<file path="config.mk">
export PLATFORM = sky130hd
export DESIGN_NAME = mips_run_controller
export DESIGN_NICKNAME = d
export VERILOG_FILES = /design/src/rtl/mips_tb_pkg.sv /design/src/rtl/mips_trace_buf.sv /design/src/rtl/mips_run_controller.sv
export SDC_FILE = /design/constraint.sdc
export NUM_CORES = 1
export LEC_CHECK = 0
export BUFFER_PORTS_ARGS = -buffer_cell sky130_fd_sc_hd__buf_4
export CORE_MARGIN = 5
export CORE_UTILIZATION = 30
export DETAILED_ROUTE_END_ITERATION = 8
export PLACE_DENSITY_LB_ADDON = 0.08
export RECOVER_POWER = 50
export SYNTH_ARGS = -nofsm -noshare
export SYNTH_HDL_FRONTEND = slang
export SYNTH_SLANG_ARGS = --single-unit
export TNS_END_PERCENT = 5
</file>
<file path="constraint.sdc">
create_clock -name clk -period 3.6 [get_ports clk]
set_input_delay 0.18 -clock clk [delete_from_list [all_inputs] [get_ports clk]]
set_output_delay 0.18 -clock clk [all_outputs]
set_load 0.02 [all_outputs]
</file>
<file path="src/rtl/mips_tb_pkg.sv">
// Shared types and helpers for the MIPS run/self-check controller.
package mips_tb_pkg;

    typedef enum logic [1:0] {
        RST_HOLD = 2'd0,
        RUN      = 2'd1,
        DONE     = 2'd2,
        TIMEOUT  = 2'd3
    } run_state_t;

    localparam logic [31:0] DEFAULT_END_MARKER = 32'hFFFF_FFFF;

    // Rotate-left-by-one within the low w bits (w <= 64); v must be zero above bit w-1.
    function automatic logic [63:0] rotl1(input logic [63:0] v, input int unsigned w);
        logic [63:0] mask;
        mask = (w >= 64) ? '1 : ((64'd1 << w) - 64'd1);
        return ((v << 1) | ((v >> (w - 1)) & 64'd1)) & mask;
    endfunction

endpackage

</file>
<file path="src/rtl/mips_trace_buf.sv">
// Circular buffer of the most recent DEPTH folded values; read index 0 is the oldest entry.
module mips_trace_buf #(
    parameter int unsigned DATA_W = 32,
    parameter int unsigned DEPTH  = 16
) (
    input  logic                     clk,
    input  logic                     rst,
    input  logic                     clr,
    input  logic                     wr_en,
    input  logic [DATA_W-1:0]        wr_data,
    input  logic [$clog2(DEPTH)-1:0] rd_addr,
    output logic [DATA_W-1:0]        rd_data
);
    localparam int unsigned AW = $clog2(DEPTH);

    logic [DATA_W-1:0] mem_q [DEPTH];
    logic [DATA_W-1:0] mem_d [DEPTH];
    logic [AW-1:0]     wptr_q, wptr_d;
    logic [AW:0]       fill_q, fill_d;
    logic              full;
    logic [AW-1:0]     rd_idx;

    assign full = (fill_q == (AW + 1)'(DEPTH));

    always_comb begin
        mem_d  = mem_q;
        wptr_d = wptr_q;
        fill_d = fill_q;
        if (clr) begin
            wptr_d = '0;
            fill_d = '0;
        end else if (wr_en) begin
            mem_d[wptr_q] = wr_data;
            wptr_d        = wptr_q + 1'b1;
            if (!full) fill_d = fill_q + 1'b1;
        end
    end

    // Once full, the oldest entry sits at the write pointer; pointer arithmetic wraps on DEPTH.
    always_comb begin
        rd_idx  = full ? (wptr_q + rd_addr) : rd_addr;
        rd_data = ({1'b0, rd_addr} < fill_q) ? mem_q[rd_idx] : '0;
    end

    always_ff @(posedge clk or posedge rst) begin
        if (rst) begin
            for (int unsigned i = 0; i < DEPTH; i++) mem_q[i] <= '0;
            wptr_q <= '0;
            fill_q <= '0;
        end else begin
            mem_q  <= mem_d;
            wptr_q <= wptr_d;
            fill_q <= fill_d;
        end
    end

endmodule

</file>
<file path="src/rtl/mips_run_controller.sv">
// Run/self-check controller for a simulated MIPS core: reset sequencing, cycle count, signature, verdict.
// Optional trace buffer of folded values enabled by defining MIPS_TRACE_BUF_EN.
module mips_run_controller
    import mips_tb_pkg::*;
#(
    parameter int unsigned       DATA_W       = 32,
    parameter int unsigned       CYC_W        = 16,
    parameter int unsigned       RESET_CYCLES = 1,
    parameter int unsigned       MAX_CYCLES   = 250,
    parameter logic [DATA_W-1:0] END_MARKER   = DATA_W'(DEFAULT_END_MARKER),
    parameter int unsigned       TRACE_DEPTH  = 16
) (
    input  logic                           clk,
    input  logic                           reset,
    input  logic                           start,
    input  logic [DATA_W-1:0]              cpu_out,
    input  logic [DATA_W-1:0]              expect_sig,
    output logic                           cpu_reset,
    output logic                           running,
    output logic                           done,
    output logic                           pass,
    output logic                           timeout,
    output logic [CYC_W-1:0]               cycle_count,
    output logic [DATA_W-1:0]              signature,
    input  logic [$clog2(TRACE_DEPTH)-1:0] trace_addr,
    output logic [DATA_W-1:0]              trace_data
);
    localparam int unsigned HOLD_W = $clog2(RESET_CYCLES + 1);

    run_state_t        state_q, state_d;
    logic [HOLD_W-1:0] hold_q, hold_d;
    logic              cpu_reset_q, cpu_reset_d;
    logic              running_q, running_d;
    logic              done_q, done_d;
    logic              pass_q, pass_d;
    logic              timeout_q, timeout_d;
    logic [CYC_W-1:0]  cycle_q, cycle_d;
    logic [DATA_W-1:0] sig_q, sig_d;
    logic [DATA_W-1:0] prev_q, prev_d;
    logic              trace_wr;
    logic              trace_clr;

    always_comb begin
        state_d     = state_q;
        hold_d      = hold_q;
        cpu_reset_d = cpu_reset_q;
        running_d   = running_q;
        done_d      = done_q;
        pass_d      = pass_q;
        timeout_d   = timeout_q;
        cycle_d     = cycle_q;
        sig_d       = sig_q;
        prev_d      = prev_q;
        trace_wr    = 1'b0;
        trace_clr   = 1'b0;

        case (state_q)
            RST_HOLD: begin
                cpu_reset_d = 1'b1;
                if (hold_q == HOLD_W'(RESET_CYCLES - 1)) begin
                    state_d     = RUN;
                    hold_d      = '0;
                    cpu_reset_d = 1'b0;
                    running_d   = 1'b1;
                end else begin
                    hold_d = hold_q + 1'b1;
                end
            end
            RUN: begin
                if (cycle_q != '1) cycle_d = cycle_q + 1'b1;
                prev_d = cpu_out;
                if (cpu_out != prev_q && cpu_out != END_MARKER) begin
                    sig_d    = DATA_W'(rotl1(64'(sig_q), DATA_W)) ^ cpu_out;
                    trace_wr = 1'b1;
                end
                // Marker takes priority over a coincident timeout; verdict uses the pre-edge signature.
                if (cpu_out == END_MARKER) begin
                    state_d   = DONE;
                    running_d = 1'b0;
                    done_d    = 1'b1;
                    pass_d    = (sig_q == expect_sig);
                end else if (cycle_q == CYC_W'(MAX_CYCLES - 1)) begin
                    state_d   = TIMEOUT;
                    running_d = 1'b0;
                    done_d    = 1'b1;
                    timeout_d = 1'b1;
                    pass_d    = 1'b0;
                end
            end
            DONE, TIMEOUT: begin
                if (start) begin
                    state_d     = RST_HOLD;
                    hold_d      = '0;
                    cpu_reset_d = 1'b1;
                    running_d   = 1'b0;
                    done_d      = 1'b0;
                    pass_d      = 1'b0;
                    timeout_d   = 1'b0;
                    cycle_d     = '0;
                    sig_d       = '0;
                    prev_d      = '0;
                    trace_clr   = 1'b1;
                end
            end
            default: state_d = RST_HOLD;
        endcase
    end

    always_ff @(posedge clk or posedge reset) begin
        if (reset) begin
            state_q     <= RST_HOLD;
            hold_q      <= '0;
            cpu_reset_q <= 1'b1;
            running_q   <= 1'b0;
            done_q      <= 1'b0;
            pass_q      <= 1'b0;
            timeout_q   <= 1'b0;
            cycle_q     <= '0;
            sig_q       <= '0;
            prev_q      <= '0;
        end else begin
            state_q     <= state_d;
            hold_q      <= hold_d;
            cpu_reset_q <= cpu_reset_d;
            running_q   <= running_d;
            done_q      <= done_d;
            pass_q      <= pass_d;
            timeout_q   <= timeout_d;
            cycle_q     <= cycle_d;
            sig_q       <= sig_d;
            prev_q      <= prev_d;
        end
    end

    assign cpu_reset   = cpu_reset_q;
    assign running     = running_q;
    assign done        = done_q;
    assign pass        = pass_q;
    assign timeout     = timeout_q;
    assign cycle_count = cycle_q;
    assign signature   = sig_q;

`ifdef MIPS_TRACE_BUF_EN
    mips_trace_buf #(
        .DATA_W (DATA_W),
        .DEPTH  (TRACE_DEPTH)
    ) u_trace (
        .clk     (clk),
        .rst     (reset),
        .clr     (trace_clr),
        .wr_en   (trace_wr),
        .wr_data (cpu_out),
        .rd_addr (trace_addr),
        .rd_data (trace_data)
    );
`else
    logic unused_trace;
    assign unused_trace = ^{trace_addr, trace_wr, trace_clr};
    assign trace_data   = '0;
`endif

endmodule

</file>
# Word-level counts from Yosys, hierarchy flattened
# Index checks and enable logic that the tools add are counted.
# totals
ff_bits	88
output_inout_bits	85
# op_classes
n_addsub	2
eq_ne	16
n_mux	29
n_bitwise	2
reduce_logical	12
# op_table
operator	count
32-bit one-hot mux with 2 select lines	2
32-bit two-way mux	2
32-bit == test	1
32-bit == test, second input constant	1
16-bit two-way mux	2
32-bit != test	1
32-bit != test, second input constant	1
32-bit by 1-bit bitwise OR with 32-bit output	1
16-bit one-hot mux with 2 select lines	1
32-bit bitwise XOR	1
16-bit by 1-bit adder with 16-bit output, second input constant	1
16-bit by 8-bit == test with 1-bit output, second input constant	1
16-bit != test, second input constant	1
2-bit != test, second input constant	6
3-bit AND reduction	4
1-bit two-way mux	11
1-bit one-hot mux with 2 select lines	5
2-bit two-way mux	4
2-bit one-hot mux with 3 select lines	1
2-bit == test, second input constant	2
2-bit AND reduction	2
4-bit AND reduction	1
2-bit nonzero test	2
3-bit != test, second input constant	1
other kinds (6)	6

# Logic depth before layout (Yosys ltp)
# depth
word_depth	4
ltp_mapped	7
mapped_depth_nobuf	6

# Worst setup path before layout
# Ideal clock, no wire load.
# synth_path
kind	register to register
start	register cycle_q[0], in the netlist cycle_count[0]
end	register cycle_q[15], in the netlist cycle_count[15]
arrival_ps	1824
required_ps	3468
slack_ps	1644
path_stages_with_launch	8
n_path_buf	1
synth_period_minus_slack_ps	1956
cell_sequence	dfrtp_1 > ha_1 > and3_1 > and4_1 > buf_2 > a2111oi_2 > xnor2_1 > nor2_1
# synth_between
elab_chain_cells	3
# synth_rtl
item	line	rtl
start: declaration	mips_run_controller.sv:37	logic [CYC_W-1:0] cycle_q, cycle_d;
start signal: assignment	mips_run_controller.sv:129	cycle_q <= cycle_d;
16-bit by 1-bit adder with 16-bit output or 16-bit != test (tied branches)	mips_run_controller.sv:70	if (cycle_q != '1) cycle_d = cycle_q + 1'b1;
16-bit two-way mux or 2-bit != test (tied branches)	--	
16-bit one-hot mux with 2 select lines or 3-bit AND reduction (tied branches)	--	
# Several ways; a longest one is shown, not always the timed one. The select of a mux whose other input is x is not followed.
# A chain may end at the register's enable or synchronous reset.

# Worst setup path in the final report
# layout_path
start	register prev_q[27]
end	register sig_q[4], in the netlist signature[4]
# layout_between
elab_chain_cells	4
# layout_rtl
item	line	rtl
start: declaration	mips_run_controller.sv:39	logic [DATA_W-1:0] prev_q, prev_d;
start signal: assignment	mips_run_controller.sv:131	prev_q <= prev_d;
32-bit != test	mips_run_controller.sv:72	if (cpu_out != prev_q && cpu_out != END_MARKER) begin
1-bit logical AND	mips_run_controller.sv:72	
2-bit != test (no line)	--	
3-bit AND reduction (no line)	--	
end signal: assignment	mips_run_controller.sv:130	sig_q <= sig_d;
end: declaration	mips_run_controller.sv:38	logic [DATA_W-1:0] sig_q, sig_d;
# No other way between the ends.

==> flow_summary.toml <==
[place]
post-place-cells = 826
numPortBuffers = 119
finalWeightedCongestion = 0.798
hpwl_um = 11900
post_dp_cell_area_um2 = 6170

[logic_synthesis]
synth_mux_area_share_pct = 6.82
yosysWarnings = 0
synth_compound_area_share_pct = 9.38
synth-xor-area-share_pct = 18.4
yosysSeqAreaShare_pct = 42.4
ys_ff_latch = 87
yosysUniqueCellTypes = 38
netlist_area_um2 = 5140
netlist_top_cells_area = "dfrtp_1 42%, xor2_1 13%, mux2i_1 6.8%"
synth_fa_ha_area_share_pct = 0.487
syn_area_per_cell_um2 = 10.3
synth_top_family_by_area = "XOR/XNOR gates"
yosys.area_share.simple_pct = 15.6
netlist.area_leader.share_pct = 41.9
synth_largest_area_cell = "dfrtp_1"
syn_inst = 499

[critical_path]
worst_r2r_startpoint = "prev_q[27]$_DFFE_PP0P_"
crit_type = "reg -> reg"
crit_start = "prev_q[27]$_DFFE_PP0P_"
r2r_slack_ns = 0.94
cp-end-kind = "flop"
worstPathArrival_ns = 2.93
r2r.worst_path.cells = 6
crit_path_max_fanout = 22
r2r-end = "signature[4]$_DFFE_PP0P_"
required_ns = 3.87
endpoint = "signature[4]$_DFFE_PP0P_"
start_kind = "flop"

[die]
ios = 156
initial_core_util_pct = 30.8
fp.dieH_um = 141
die-area_um2 = 19800
rows = 47
core_um2 = 16700
dieWidth_um = 141

[final_layout]
fin_cells = 842
drive_gt1_share_pct = 15.4
most-common-layout-cells = "86 x dfrtp_1, 78 x xor2_1, 73 x buf_4"
nets = 691
final.fill_count = 1771
synthToLayoutAreaGrowth_pct = 21.6
layout_commonest_cell = "dfrtp_1"
num_antenna_cells = 0
fin_area_um2 = 6250

[timing]
min_period_over_period_pct = 73.9
setup_viol = 0
min_period_ns = 2.66
worst_pin_slew_ns = 1.40
hold_viol = 0
rsz0062_at_grt = "no"
fin_setup_tns_ns = 0
fmax_mhz = 376
slew_viol_final = 0
slew_headroom_pct = 5.91
fin_skew_ns = 0.00590

[cts]
clock-sinks = 87
htree_levels = 3
cts_tree = "built"
post_cts_resized = 0
insertion_delay_ns = 0.34
cts-root-buf = "clkbuf_16"
clkTransAtPathRegs_ns = 0.06
cts_made_buffers = 9
cts.path.max_buffers = 2

[drt]
first_pass_iters = 4
dr_total_vias = 4018
routed_via_density = 4.77
wl_per_cell_um = 18.5
routed_wl_um = 15600
antenna_left = 0
post-route-drc-count = 0
drtIter0Drc = 164

[grt]
grtUsageTotal_pct = 15.7
grt_busiest_layer = "met2"
grt_pass1_vias = 4122
grtUsageMet2_pct = 24.3
antenna_found_initial = 0
grt_pass1_wl_um = 24100
use_met3_pct = 2.91
grt_overflow = 0
grt_max_degree = 39
use_met1_pct = 22.0

[outcome]
status = "finished clean"

[pwr]
ir_drop_mv = 0.222
p_per_area_nw_per_um2 = 573
p_leak_nw = 2.73

[run]
maxCapViolCount = 0

[worst_hold_path]
hold_path.class = "in -> reg"
hold_path_startpoint = "cpu_out[10]"
-- logic make-up after synthesis --
| logic type | Yosys count |
|---|---|
| muxes | 35 |
| and+or+nand+nor | 151 |
| xor gates and xnor gates | 108 |
| other | 1 |
| DFF | 87 |
| adders and majority gates | 2 |
| buffers and inverters | 58 |
| AOI/OAI and AO/OA | 57 |
-- where the power goes --
part / switching [mW] / internal [mW]
clock: 0.392 / 0.477
sequential: 0.319 / 1.18
combinational: 0.724 / 0.485
total: 1.44 / 2.14
-- repair_timing --
action	CTS	global route
hold endpoints to repair	28	0
setup buffers	0	0
hold buffers	1	0
-- how the worst min path moves through the flow --
stage	to	slack [ns]	cells past startpoint
3_5_place_dp	signature[15]$_DFFE_PP0P_	0.26	2
5_1_grt	prev_q[10]$_DFFE_PP0P_	0.10	2
6_report	prev_q[10]$_DFFE_PP0P_	0.11	2
4_1_cts	prev_q[10]$_DFFE_PP0P_	0.1	2
3_3_place_gp	signature[16]$_DFFE_PP0P_	0.26	2
2_1_floorplan	cpu_reset$_DFFE_PP1P_	0.31	2
-- per-layer routing --
metal / share of wire, % / wire length (µm) / up-vias
met4: 1.7 / 265 / 0
met2: 46 / 7120 / 123
met3: 6.6 / 1030 / 16
met1: 46 / 7190 / 1978
met5: 0 / 0 / -
li1: - / - / 1901
-- per-stage QoR --
stage / setup slack [ns] / utilization [%] / hold slack [ns] / power (mW)
3_5_place_dp: 0.878 / 37.0 / 0.256 / 2.91
3_3_place_gp: 0.875 / 37.0 / 0.255 / 2.89
2_1_floorplan: 1.17 / - / 0.314 / 2.29
5_1_grt: 0.739 / 37.4 / 0.102 / 3.83
6_report: 0.940 / 37.4 / 0.107 / 3.58
4_1_cts: 0.858 / 38.6 / 0.0960 / 3.81
-- state kept, by name, summed over array words and instances, names as in the netlist --
register,count
done,1
prev_q,32
cycle_count,16
state_q,2
running,1
cpu_reset,1
pass,1
timeout,1
signature,32
-- Yosys cell counts --
master	count
dfrtp_1	86
xor2_1	78
nand2_1	45
buf_4	35
mux2i_1	35
nand2b_1	34
a22o_1	33
xnor2_1	30
nand4_1	20
nor2_1	17
nor4_1	14
clkbuf_1	12
a21oi_1	6
inv_1	6
a211oi_1	5
nand3_1	5
and4_1	4
buf_1	3
o21ai_0	3
a2111oi_2	2
a21o_1	2
a31oi_1	2
and3_1	2
buf_2	2
ha_1	2
nor3_1	2
nor4b_1	2
o22ai_1	2
a2111oi_4	1
and2_1	1
and2b_1	1
conb_1	1
dfstp_2	1
nor2b_1	1
nor3b_1	1
o211ai_2	1
or2_1	1
or4_1	1
-- final cells by class --
class | instances | area, µm² | area share [%]
clock buffers | 10 | 239 | 3.83
repair buffers | 129 | 769 | 12.3
inverters | 6 | 23.8 | 0.381
well taps | 220 | 275 | 4.41
multi-input cells | 385 | 2740 | 43.8
flip-flops and latches | 87 | 2180 | 34.9
clock inverters | 5 | 25.0 | 0.401
-- worst max-delay path, stage by stage, from the launching register on --
cell,delay [ns]
dfrtp_1,0.39
xor2_1,0.15
nor4_1,0.40
nand4_1,0.23
o211ai_4,0.88
buf_4,0.33
mux2i_1,0.20
Power figures use the tool's default switching activity.
